## src/rtl/bit_scan_pkg.sv

```systemverilog
// bit_scan_pkg
//   Shared constants for bit_scan_unit: operation mode encodings and the
//   FSM state type.
package bit_scan_pkg;

    // Operation select, driven on the mode input
    localparam logic [1:0] MODE_REV = 2'b00;  // bit reverse
    localparam logic [1:0] MODE_POP = 2'b01;  // population count
    localparam logic [1:0] MODE_CLZ = 2'b10;  // leading-zero count
    localparam logic [1:0] MODE_PAR = 2'b11;  // parity

    typedef enum logic [1:0] {
        S_IDLE = 2'b00,
        S_RUN  = 2'b01,
        S_DONE = 2'b10
    } state_t;

endpackage : bit_scan_pkg

```

## src/rtl/bit_scan_unit.sv

```systemverilog
// bit_scan_unit
//   Multi-cycle bit-transform unit. An operand is accepted under a
//   start/busy/done handshake, scanned one bit per cycle MSB first, and the
//   result is presented on out and held until the next completion.
//
// Parameters
//   WIDTH  operand/result width, legal range 2..32
//
// Ports
//   clk    in   rising-edge clock
//   rst_n  in   synchronous active-low reset
//   start  in   request, accepted only while busy=0 (IDLE or DONE)
//   mode   in   2'b00 REV, 2'b01 POP, 2'b10 CLZ, 2'b11 PAR
//   in     in   WIDTH-bit operand
//   busy   out  high for the WIDTH scanning cycles
//   done   out  one-cycle pulse when out has just been updated
//   out    out  WIDTH-bit result, held until the next completion
module bit_scan_unit
    import bit_scan_pkg::*;
#(
    parameter int WIDTH = 4
) (
    input  logic             clk,
    input  logic             rst_n,
    input  logic             start,
    input  logic [1:0]       mode,
    input  logic [WIDTH-1:0] in,
    output logic             busy,
    output logic             done,
    output logic [WIDTH-1:0] out
);

    // Bit counter wide enough to hold WIDTH; not a user parameter.
    localparam int CW = $clog2(WIDTH + 1);

    localparam logic [CW-1:0]    CNT_LAST = CW'(WIDTH - 1);
    localparam logic [WIDTH-1:0] ONE      = WIDTH'(1);
    localparam logic [WIDTH-1:0] ZERO     = '0;

    state_t           state;
    logic [WIDTH-1:0] sr;        // operand shift register, scanned from MSB
    logic [WIDTH-1:0] acc;       // running result
    logic [WIDTH-1:0] acc_nxt;
    logic [1:0]       mode_q;    // mode captured at the accepting edge
    logic [CW-1:0]    cnt;       // bits consumed so far
    logic             seen_one;  // CLZ: a 1 has already been scanned
    logic             seen_nxt;
    logic             b;         // bit under scan this cycle

    assign b = sr[WIDTH-1];

    // Per-bit accumulator step. Only meaningful in RUN; the FSM ignores it
    // elsewhere.
    always_comb begin
        acc_nxt  = acc;
        seen_nxt = seen_one;
        unique case (mode_q)
            // Each scanned bit enters at the top and moves down, so the
            // first (MSB) bit ends in acc[0] after WIDTH steps.
            MODE_REV: acc_nxt = {b, acc[WIDTH-1:1]};
            MODE_POP: acc_nxt = b ? acc + ONE : acc;
            MODE_CLZ: begin
                if (b)
                    seen_nxt = 1'b1;
                else if (!seen_one)
                    acc_nxt = acc + ONE;
            end
            MODE_PAR: acc_nxt = {ZERO[WIDTH-1:1], acc[0] ^ b};
            default:  acc_nxt = acc;
        endcase
    end

    always_ff @(posedge clk) begin
        if (!rst_n) begin
            state    <= S_IDLE;
            busy     <= 1'b0;
            done     <= 1'b0;
            out      <= '0;
            acc      <= '0;
            sr       <= '0;
            cnt      <= '0;
            mode_q   <= MODE_REV;
            seen_one <= 1'b0;
        end else begin
            // done is a single-cycle pulse; only the RUN->DONE edge sets it.
            done <= 1'b0;
            unique case (state)
                S_RUN: begin
                    sr       <= sr << 1;
                    acc      <= acc_nxt;
                    seen_one <= seen_nxt;
                    cnt      <= cnt + CW'(1);
                    if (cnt == CNT_LAST) begin
                        out   <= acc_nxt;
                        done  <= 1'b1;
                        busy  <= 1'b0;
                        state <= S_DONE;
                    end
                end
                // DONE behaves like IDLE for acceptance, giving back-to-back
                // operations one per WIDTH+1 cycles.
                S_IDLE, S_DONE: begin
                    if (start) begin
                        sr       <= in;
                        mode_q   <= mode;
                        acc      <= '0;
                        cnt      <= '0;
                        seen_one <= 1'b0;
                        busy     <= 1'b1;
                        state    <= S_RUN;
                    end else begin
                        state <= S_IDLE;
                    end
                end
                default: begin
                    busy  <= 1'b0;
                    state <= S_IDLE;
                end
            endcase
        end
    end

endmodule : bit_scan_unit

```

## config.mk

```make
export PLATFORM = sky130hd
export DESIGN_NAME = bit_scan_unit
export DESIGN_NICKNAME = d
export VERILOG_FILES = /design/src/rtl/bit_scan_pkg.sv /design/src/rtl/bit_scan_unit.sv
export SDC_FILE = /design/constraint.sdc
export NUM_CORES = 1
export LEC_CHECK = 0
export ABC_CLOCK_PERIOD_IN_PS = 3150
export BUFFER_PORTS_ARGS = -buffer_cell sky130_fd_sc_hd__clkbuf_2
export CORE_ASPECT_RATIO = 0.7
export CORE_MARGIN = 5
export CORE_UTILIZATION = 55
export CTS_CLUSTER_SIZE = 12
export DETAILED_ROUTE_END_ITERATION = 8
export PLACE_DENSITY_LB_ADDON = 0.08
export SYNTH_ARGS = -nofsm -noshare
export SYNTH_HDL_FRONTEND = slang
export SYNTH_SLANG_ARGS = --single-unit
```

## constraint.sdc

```tcl
create_clock -name clk -period 3.15 [get_ports clk]
set_clock_uncertainty 0.2 [all_clocks]
set_input_delay 0.63 -clock clk [delete_from_list [all_inputs] [get_ports clk]]
set_output_delay 0.63 -clock clk [all_outputs]
set_load 0.02 [all_outputs]
```

Word-level counts from Yosys, hierarchy flattened. Cells that the tools add are included.

Register bits after elaboration: 22. Bits of input ports: 9. Output and inout bits: 6.

Add/subtract/negate cells: 2. Eq/ne operators: 10. Muxes and demuxes: 21. Bitwise logic cells: 1. Reduce and logical (&&, ||, !) cells: 10.

Operators by type and width (count): two-way mux 4 bit (5); one-hot mux 4 bit (2 select lines) (2); one-hot mux 4 bit (4 select lines) (1); AND reduction 2 bit (5); two-way mux 1 bit (7); equality test 2 bit, second input constant (3); != test 2 bit, second input constant (3); one-hot mux 3 bit (2 select lines) (1); adder 4 x 1 -> 4 bit, second input constant (1); equality test 2 x 1 -> 1 bit, second input constant (2); logical NOT 2 bit (2); one-hot mux 1 bit (2 select lines) (2); one-hot mux 2 bit (2 select lines) (1); AND reduction 4 bit (1); adder 3 x 1 -> 3 bit, second input constant (1); equality test 3 x 2 -> 1 bit, second input constant (1); two-way mux 3 bit (1); two-way mux 2 bit (1); != test 2 x 1 -> 1 bit, second input constant (1); nonzero test 2 bit (1); OR reduction 2 bit (1); XOR 1 bit (1).

Logic depth before layout (Yosys ltp).
Word-level depth: 5. Gate-level depth with buffers: 6. Depth with buffers taken out: 5.

Worst setup path after synthesis. OpenSTA, ideal clock, no wires.

Path type: register to register. From: reg seen_one. To: reg out[0]. Setup time: 0.079 ns. Arrival: 1.269 ns. Required time: 2.871 ns. Slack: 1.602 ns. Cell stages (with the launch flop): 5. Buffers on the path: 0. Cells stage by stage: dfxtp_1 -> or3_1 -> a311oi_2 -> nor2_1 -> a211oi_2.

Longest elaborated chain between the ends: 3.

RTL lines: from (decl) (RTL line bit_scan_unit.sv:46) `logic seen_one;`; from (signal assigned) (RTL line bit_scan_unit.sv:91) `seen_one <= seen_nxt;`; two-way mux 4 bit (RTL line bit_scan_unit.sv:65) `else if (!seen_one)`; two-way mux 4 bit (RTL line bit_scan_unit.sv:63) `if (b)`; one-hot mux 4 bit (4 select lines) (RTL line bit_scan_unit.sv:57) `unique case (mode_q)`; to (signal assigned) (RTL line bit_scan_unit.sv:94) `out <= acc_nxt;`; to (decl) (RTL line bit_scan_unit.sv:30) `output logic [WIDTH-1:0] out`.

No other way between the ends. A chain may end at the register's enable or synchronous reset.

Worst setup path in the final report.
From: reg state[0]. To: reg out[0].

Longest elaborated chain between the ends: 2.

RTL lines: from (decl) (RTL line bit_scan_unit.sv:40) `state_t state;`; from (signal assigned) (RTL line bit_scan_unit.sv:75) `state <= S_IDLE;`; from (signal assigned) (RTL line bit_scan_unit.sv:97) `state <= S_DONE;`; from (signal assigned) (RTL line bit_scan_unit.sv:110) `state <= S_RUN;`; equality test 2 x 1 -> 1 bit (RTL line bit_scan_unit.sv:87) `unique case (state)`; AND reduction 2 bit (no source line).

No other way between the ends.

==> flow_summary_export.csv <==
group,metric,value,unit
final_layout,num_antenna_cells,0,
detailed_routing,wl_per_cell,14.4,um
power_and_ir_drop,cellPowerDensity,456,nW/um2
synthesis,synth-main-ff-cell,"dfxtp_1",
synthesis,ys_top_cells_by_area,"dfxtp_1 (39%), nor2_1 (6.7%), a21oi_1 (6.3%)",
synthesis,ys_ff_latch,22,
die,fp.dieArea,3050,um2
setup_path,critPathKind,"flop to flop",
synthesis,synth_area,1120,um2
grt,first_global_vias,850,
timing,fin_crit_sh,0.668,
timing,worst_pin_slew,658,ps
clock_network,clock_sinks,22,
clock_network,cts_buffers,3,
final_layout,seq_area,440,um2
synthesis,synth_top_area_frac,0.394,
detailed_routing,drc,0,
synthesis,ys_seq_area_frac,0.394,
clock_network,clk_pin_slew,120,ps
die,row_count,13,
place,numPortBuffers,14,
detailed_routing,drt_iter0_markers,75,
worst_hold_path,hp-class,"flop to flop",
grt,grt_usage,0.173,
synthesis,postSynthCellCount,131,
grt,grt_antenna_before_repair,0,
power_and_ir_drop,vdd_drop_max,365,uV
die,start_util,0.592,
clock_network,htreeDepth,1,
detailed_routing,routed_wl,2370,um
detailed_routing,vias,988,
final_layout,multi_input_area,614,um2
detailed_routing,ant_nets,0,
grt,grt-ovfl-total,0,
synthesis,async_flop_share,0,
clock_network,post_cts_buffers,0,
power_and_ir_drop,p_leak,0.000472,uW
final_layout,fin_area,1200,um2
synthesis,synth_cell_types,38,
timing,hold_viol_final,0,
place,place_area,1160,um2
clock_network,hold_buffers,0,
synthesis,synth_area_per_cell,8.53,um2
synthesis,syn-num-nets,143,
final_layout,layout-drive-gt1-share,0.148,
clock_network,cts_tree,"done",
synthesis,ys_warn_count,0,
detailed_routing,vias_per_cell,6.02,
timing,max_freq,0.475,GHz
die,die_w,63.9,um
place,gp_congestion,0.789,
synthesis,synth_top_cell_by_area,"dfxtp_1",
place,dp.final_hpwl,1740,um
synthesis,synth-edff-count,0,
setup_path,critPathRequiredTime,3170,ps
setup_path,arrival,2120,ps
die,die_h,47.7,um
clock_network,cts-resized-gates,0,
setup_path,path_max_fanout,11,
setup_path,end_kind,"flop",
grt,grt_pass1_wl,4030,um
flow_run,drv_cap,0,
setup_path,start_kind,"flop",
clock_network,clock_latency,300,ps
clock_network,clockBufferDepth,2,
timing,slew_headroom,0.561,
timing,finalSetupViolCount,0,
final_layout,syn_to_final_growth,7.39,%
timing,slew_violations,0,
timing,tns,0,ps
grt,grt_max_degree,18,
final_layout,fillers,167,
detailed_routing,dr.pass1.iters,4,
timing,rsz0062_at_grt,"no",
clock_network,clockRootBuffer,"clkbuf_4",
timing,fin_crit,2100,ps
die,ioPinCount,15,
outcome,outcome,"finished, final reports clean",
die,coreArea,1890,um2
final_layout,finish.net_count,155,
==> layout by cell type (no fill, tap or decap), drive strengths merged <==
cell type and instances:
a211oi 7, a21bo 1, a21oi 14, a22oi 2, a311oi 1, a31oi 2
a32oi 1, a41oi 1, and2 3, and3 2, clkbuf 18, clkinv 1
dfxtp 22, ha 3, inv 2, mux2 1, mux2i 5, nand2 7
nand2b 5, nand3 2, nand4b 2, nor2 20, nor2b 3, nor3 3
nor3b 2, nor4 1, o2111ai 1, o21ai 6, o22ai 1, o32ai 1
or3 1, xor2 1
==> worst max-delay path, stage by stage (launching register included) <==
cell and delay [ps]:
dfxtp_1 550, nor2b_1 600, and2_1 380, nor2_1 90, a211oi_2 200
==> synth_stat cells, drive strengths merged (2+ instances only) <==
master and number:
dfxtp 22, nand2b 5, mux2i 5, nand2 7
a21oi 14, a22oi 2, and3 2, a31oi 2
nor2 20, nor3 3, nor3b 2, and2 3
o21ai 6, nor2b 3, ha 3, buf 6
inv 2, a211oi 7, nand3 2, nand4b 2
==> per-stage QoR <==
step	util	hold WS, ps	total power, uW	cells	worst slack, ps
after detailed placement	0.617	282	400	160	1110
after CTS	0.636	312	549	164	1080
after floorplan	-	265	382	131	1600
after global placement	0.617	284	398	160	1210
after global routing	0.636	350	582	164	818
final	0.636	309	547	164	1050
==> cells by family after synthesis <==
group | synth area share
and+or+nand+nor | 0.228
AOI/OAI and AO/OA | 0.225
DFF | 0.394
buffers and inverters | 0.0560
muxes | 0.0549
adders and majority gates | 0.0336
xor gates and xnor gates | 0.00784
==> routing by layer <==
metal	track usage	vias to the layer above	share of wire
li1	-	499	-
met1	0.235	450	0.50
met2	0.269	35	0.42
met3	0.0540	4	0.066
met4	0.0498	0	0.012
met5	0	-	0
==> cell type report <==
class,count,share of cell area
timing repair buffer,14,0.0584
inverter,3,0.00938
tap,22,0.0229
sequential,22,0.367
clock buffer,4,0.0302
multi-input combinational,99,0.512
==> power by group <==
part | leakage (uW) | internal, uW | switching [uW]
Combinational | 0.000271 | 35.2 | 46.1
Clock | 0.0000210 | 70.5 | 81.3
Sequential | 0.000180 | 291 | 22.5
==> sequential cells by signal, summed over array words and instances (netlist names) <==
name,cells
acc,4
state,2
busy,1
done,1
out,4
seen_one,1
sr,4
mode_q,2
cnt,3
==> path summary, 6_finish.rpt <==
check	startpoint	to	slack [ps]	cells after the start
worst max-delay path	state[0]	out[0]	1050	4
worst max register to register	state[0]	out[0]	1050	4
worst min register to register	busy	busy	310	2
worst min-delay path	busy	busy	310	2
No activity file was read; power rests on OpenSTA's default activity.
